### src/rtl/axis_width_downsizer.sv
`default_nettype none
// ============================================================================
//  Module   : axis_width_downsizer
//  Purpose  : AXI-Stream width downsizer. Takes one wide beat of S_WORDS words
//             and emits it as R = S_WORDS/M_WORDS narrow beats of M_WORDS
//             words each, starting with the lowest-indexed words. Runs at one
//             narrow beat per cycle with no bubbles between wide beats.
//  Ports    : clk      - clock, all state updates on posedge
//             rstn     - synchronous active-low reset
//             s_valid  - wide input beat valid
//             s_ready  - downsizer can take a wide beat
//             s_data   - wide input beat, word i = s_data[i]
//             m_valid  - narrow output beat valid
//             m_ready  - downstream takes the narrow beat
//             m_data   - narrow output beat
//  Params   : WORD_W   - bits per word
//             S_WORDS  - words per input beat (integer multiple of M_WORDS)
//             M_WORDS  - words per output beat
//  Revision : 1.0  initial release
// ============================================================================
module axis_width_downsizer #(
  parameter int WORD_W  = 8,
  parameter int S_WORDS = 4,
  parameter int M_WORDS = 1
) (
  input  logic                             clk,
  input  logic                             rstn,
  input  logic                             s_valid,
  output logic                             s_ready,
  input  logic [S_WORDS-1:0][WORD_W-1:0]   s_data,
  output logic                             m_valid,
  input  logic                             m_ready,
  output logic [M_WORDS-1:0][WORD_W-1:0]   m_data
);

  localparam int R     = S_WORDS / M_WORDS;
  localparam int CNT_W = (R > 1) ? $clog2(R) : 1;
  localparam logic [CNT_W-1:0] C_LAST = CNT_W'(R - 1);

  logic [S_WORDS-1:0][WORD_W-1:0] r_buf;
  logic                           r_full;
  logic [CNT_W-1:0]               r_cnt;

  logic w_last;
  logic w_in_hs;
  logic w_out_hs;

  assign w_last = (r_cnt == C_LAST);

  // A new wide beat may enter while the last sub-beat of the current one is
  // leaving; this m_ready -> s_ready path is what removes the bubble.
  assign s_ready = rstn && (!r_full || (m_ready && w_last));

  // Gated with rstn so outputs are quiet for the whole reset window, including
  // the cycle before the first reset edge has cleared r_full.
  assign m_valid = rstn && r_full;

  assign w_in_hs  = s_valid && s_ready;
  assign w_out_hs = m_valid && m_ready;

  always_ff @(posedge clk) begin
    if (!rstn) begin
      r_full <= 1'b0;
      r_cnt  <= '0;
    end else if (w_in_hs) begin
      // Covers both an empty buffer and the overlap with the last sub-beat.
      r_full <= 1'b1;
      r_cnt  <= '0;
    end else if (w_out_hs) begin
      if (w_last) begin
        r_full <= 1'b0;
        r_cnt  <= '0;
      end else begin
        r_cnt  <= r_cnt + 1'b1;
      end
    end
  end

  // Payload has no reset: its contents are ignored while r_full is low.
  // w_in_hs already includes rstn through s_ready.
  always_ff @(posedge clk) begin
    if (w_in_hs) begin
      r_buf <= s_data;
    end
  end

  generate
    if (R == 1) begin : g_single
      // One sub-beat per wide beat: plain register slice.
      assign m_data = r_buf;
    end else begin : g_multi
      always_comb begin
        m_data = r_buf[M_WORDS-1:0];
        for (int i = 1; i < R; i++) begin
          if (r_cnt == CNT_W'(i)) begin
            m_data = r_buf[i*M_WORDS +: M_WORDS];
          end
        end
      end
    end
  endgenerate

endmodule
`default_nettype wire

### config.mk
export PLATFORM = sky130hd
export DESIGN_NAME = axis_width_downsizer
export DESIGN_NICKNAME = d
export VERILOG_FILES = /design/src/rtl/axis_width_downsizer.sv
export SDC_FILE = /design/constraint.sdc
export NUM_CORES = 1
export LEC_CHECK = 0
export ABC_AREA = 1
export CORE_ASPECT_RATIO = 1.75
export CORE_UTILIZATION = 35
export CTS_CLUSTER_DIAMETER = 120
export CTS_CLUSTER_SIZE = 40
export DETAILED_ROUTE_END_ITERATION = 10
export GPL_TIMING_DRIVEN = 0
export PLACE_DENSITY_LB_ADDON = 0.05
export SYNTH_ARGS = -nofsm -noshare
export SYNTH_HDL_FRONTEND = slang
export SYNTH_SLANG_ARGS = --single-unit
### constraint.sdc
create_clock -name clk -period 5.4 [get_ports clk]
set_input_delay 1.62 -clock clk [delete_from_list [all_inputs] [get_ports clk]]
set_output_delay 1.62 -clock clk [all_outputs]
set_load 0.05 [all_outputs]
==> flow_summary.toml <==
[final_layout]
area_growth_pct = 44.5
filler_cell_count = 364
utilization_pct = 53.9
post_route_cells_drive_above_1_share_pct = 13.7
diodes = 0
nNetsFinal = 221

[logic_synthesis]
synth_area_leaders = "edfxtp_1, nand2_1, a21oi_2"
syn_area_per_cell_um2 = 11.5
synth_sequential_area_ratio_pct = 69.5
yosysUniqueCellTypes = 17
syn_area_mm2 = 0.00147
post-synth-top-area-fraction_pct = 65.4
syn_inst = 128
ys_async_sr_fraction_pct = 0
synthesis.nets = 167
synth_most_common_cell = "nand2_1"
synth_commonest_cells = "nand2_1, edfxtp_1, a21oi_1, nor2_1, inv_1"
synth-warning-count = 0
synth_top_flop_cell = "edfxtp_1"
most_area_hungry_cell_type_in_the_yosys_netlist = "edfxtp_1"
synth-edff-count = 32
count_of_state_elements_after_synthesis = 35

[route]
totalWireLength_mm = 2.73
first_iter_violations = 21
detailedRoute.firstPassIterationCount = 4
detail_route_met3_wl_um = 158
routedLengthMet1_mm = 1.14
route.antenna.remaining_nets = 0
drc = 0
routedWlPerCell_um = 11.8
highest_layer = "met4"
vias_per_cell = 4.40
vias = 1017
dr_wl_met2_mm = 1.38

[sta]
fmax_ghz = 0.207
final.setup.tns_ns = 0
worst_clock_skew_ns = 0.0100
timing.final.max_slew_violations = 0
post-route-min-period_ns = 4.84
setup-violations-final = 0
worst-slew-pin-transition_ns = 0.858
finalCritPeriodShare_pct = 89.6
setup_repair_after_global_routing_missed_its_margin = "false"
timing.final.hold_violations = 0
max_slew_margin_pct = 42.5

[critical_path]
critPathBufInv = 3
critical_path.startpoint_type = "primary input"
setup.worst_path.class = "primary input to output pin"
critPathTopFamily = "buffers and inverters"
cell_chain_of_the_critical_path = "clkdlybuf4s50_1 -> nand2_1 -> nand2_1 -> inv_1 -> nor2_1 -> clkdlybuf4s50_1"
cp_max_stage_cell = "clkdlybuf4s50_1"
critPathArrivalTime_ns = 3.22
max_stage_delay_ns = 0.80
critical_path.max_fanout = 3
timing.critical_path.to_type = "output pin"
cp.required_ns = 3.78

[place]
dp_hpwl_mm = 2.11
place.port_buffers = 45
place.gp.congestion = 0.715

[die]
dieWidth_um = 51.0
fp.dieH_um = 87.7
std_cell_rows = 30
start_util_pct = 37.3
die_area_mm2 = 0.00447
io_pins = 46
core_area_mm2 = 0.00394

[grt]
overflow = 0
grt_util_all_layers_pct = 13.9
maximum_number_of_pins_on_one_net_before_global_route_repair = 14
grt_first_pass_wirelength_mm = 4.56
antenna_violations_before_repair = 0
grt_pass1_vias = 1031

[power_and_ir_drop]
irDropWorstVdd_v = 0.000269
report.power.total_uw = 617
power_leakage_uw = 0.000847
power_per_cell_area_mw_per_mm2 = 291

[cts]
buffer_count_from_post_cts_setup_fixing = 0
insertion_delay_ns = 0.29
clock-root-buffer = "clkbuf_8"
ctsResizeCount = 0
htree_num_levels = 2
clk_pin_slew_ns = 0.07
tritoncts = "built"
cts_max_path_buffers = 2
tritoncts_num_sinks = 35
cts_inserted_buffers = 5
post_cts_hold_buffer_count = 0

[status]
run_status = "finished, final reports clean"

[min_path]
hp-class = "register to register"

[run]
max_cap_violations = 0
[state kept, by name, summed over array words and instances (netlist names)]
name,count
r_buf,32
r_cnt,2
r_full,1
[final cells by class]
cell class                 count  area (µm²)  area share, %
sequential                    35        1020           48.1
inverter                      13        55.1           2.59
clock buffer                   5        68.8           3.24
clock inverter                 3        47.5           2.24
buffer                         3        23.8           1.12
multi-input combinational     77         374           17.6
timing repair buffer          47         473           22.3
tap                           48        60.1           2.83
[worst min-delay path, cell delays in order (launching register included)]
cell	delay, ns
dfxtp_1	0.32
nand2_1	0.10
a21oi_1	0.06
[power by group]
part           switching [µW]  internal (µW)  total, µW
Combinational            33.5           35.8       69.3
Clock                    98.3            140        238
Sequential               2.91            307        310
[final timing paths]
kind	from	slack (ns)	end	depth (start not counted)
hold reg to reg	r_full$_SDFFE_PN0P_	0.54	r_full$_SDFFE_PN0P_	2
setup / recovery	m_ready	0.56	s_ready	6
setup reg to reg	r_cnt[0]$_SDFFE_PP0P_	3.22	r_buf[29]$_DFFE_PP_	7
hold / removal	r_full$_SDFFE_PN0P_	0.54	r_full$_SDFFE_PN0P_	2
[cells by family after synthesis]
kind of cell    after synthesis  synth area share [%]
compound gates               18                  7.92
fa+ha+maj                     3                  2.56
buf+inv                      16                  5.37
flops                        35                  69.5
simple gates                 56                  14.7
[cell usage in the layout (no fill, tap or decap), types with 2 or more instances in the layout]
master           synthesis  routed
nor2_1                  11      11
ha_1                     3       3
clkbuf_8                 0       5
a21oi_1                 11      11
dfxtp_1                  3       3
a21oi_2                  7       7
nand2_1                 42      42
edfxtp_1                32      32
inv_1                   10      10
clkdlybuf4s50_1          0      45
clkinv_4                 1       2
buf_6                    1       3
[per-stage QoR]
step           area, µm²  hold slack (ns)  worst slack (ns)  instances
2_1_floorplan       1470            0.495             0.945        128
3_3_place_gp        1980            0.509            -0.470        221
3_5_place_dp        2010            0.529             0.554        223
4_1_cts             2120            0.541             0.555        231
5_1_grt             2120            0.591             0.443        231
6_report            2120            0.536             0.563        231
[metal layers]
layer	up-vias	GRT usage, %
met4	0	6.06
met5	-	0
li1	532	-
met3	6	4.34
met2	34	23.4
met1	445	15.9
(Power assumes the default switching activity.)
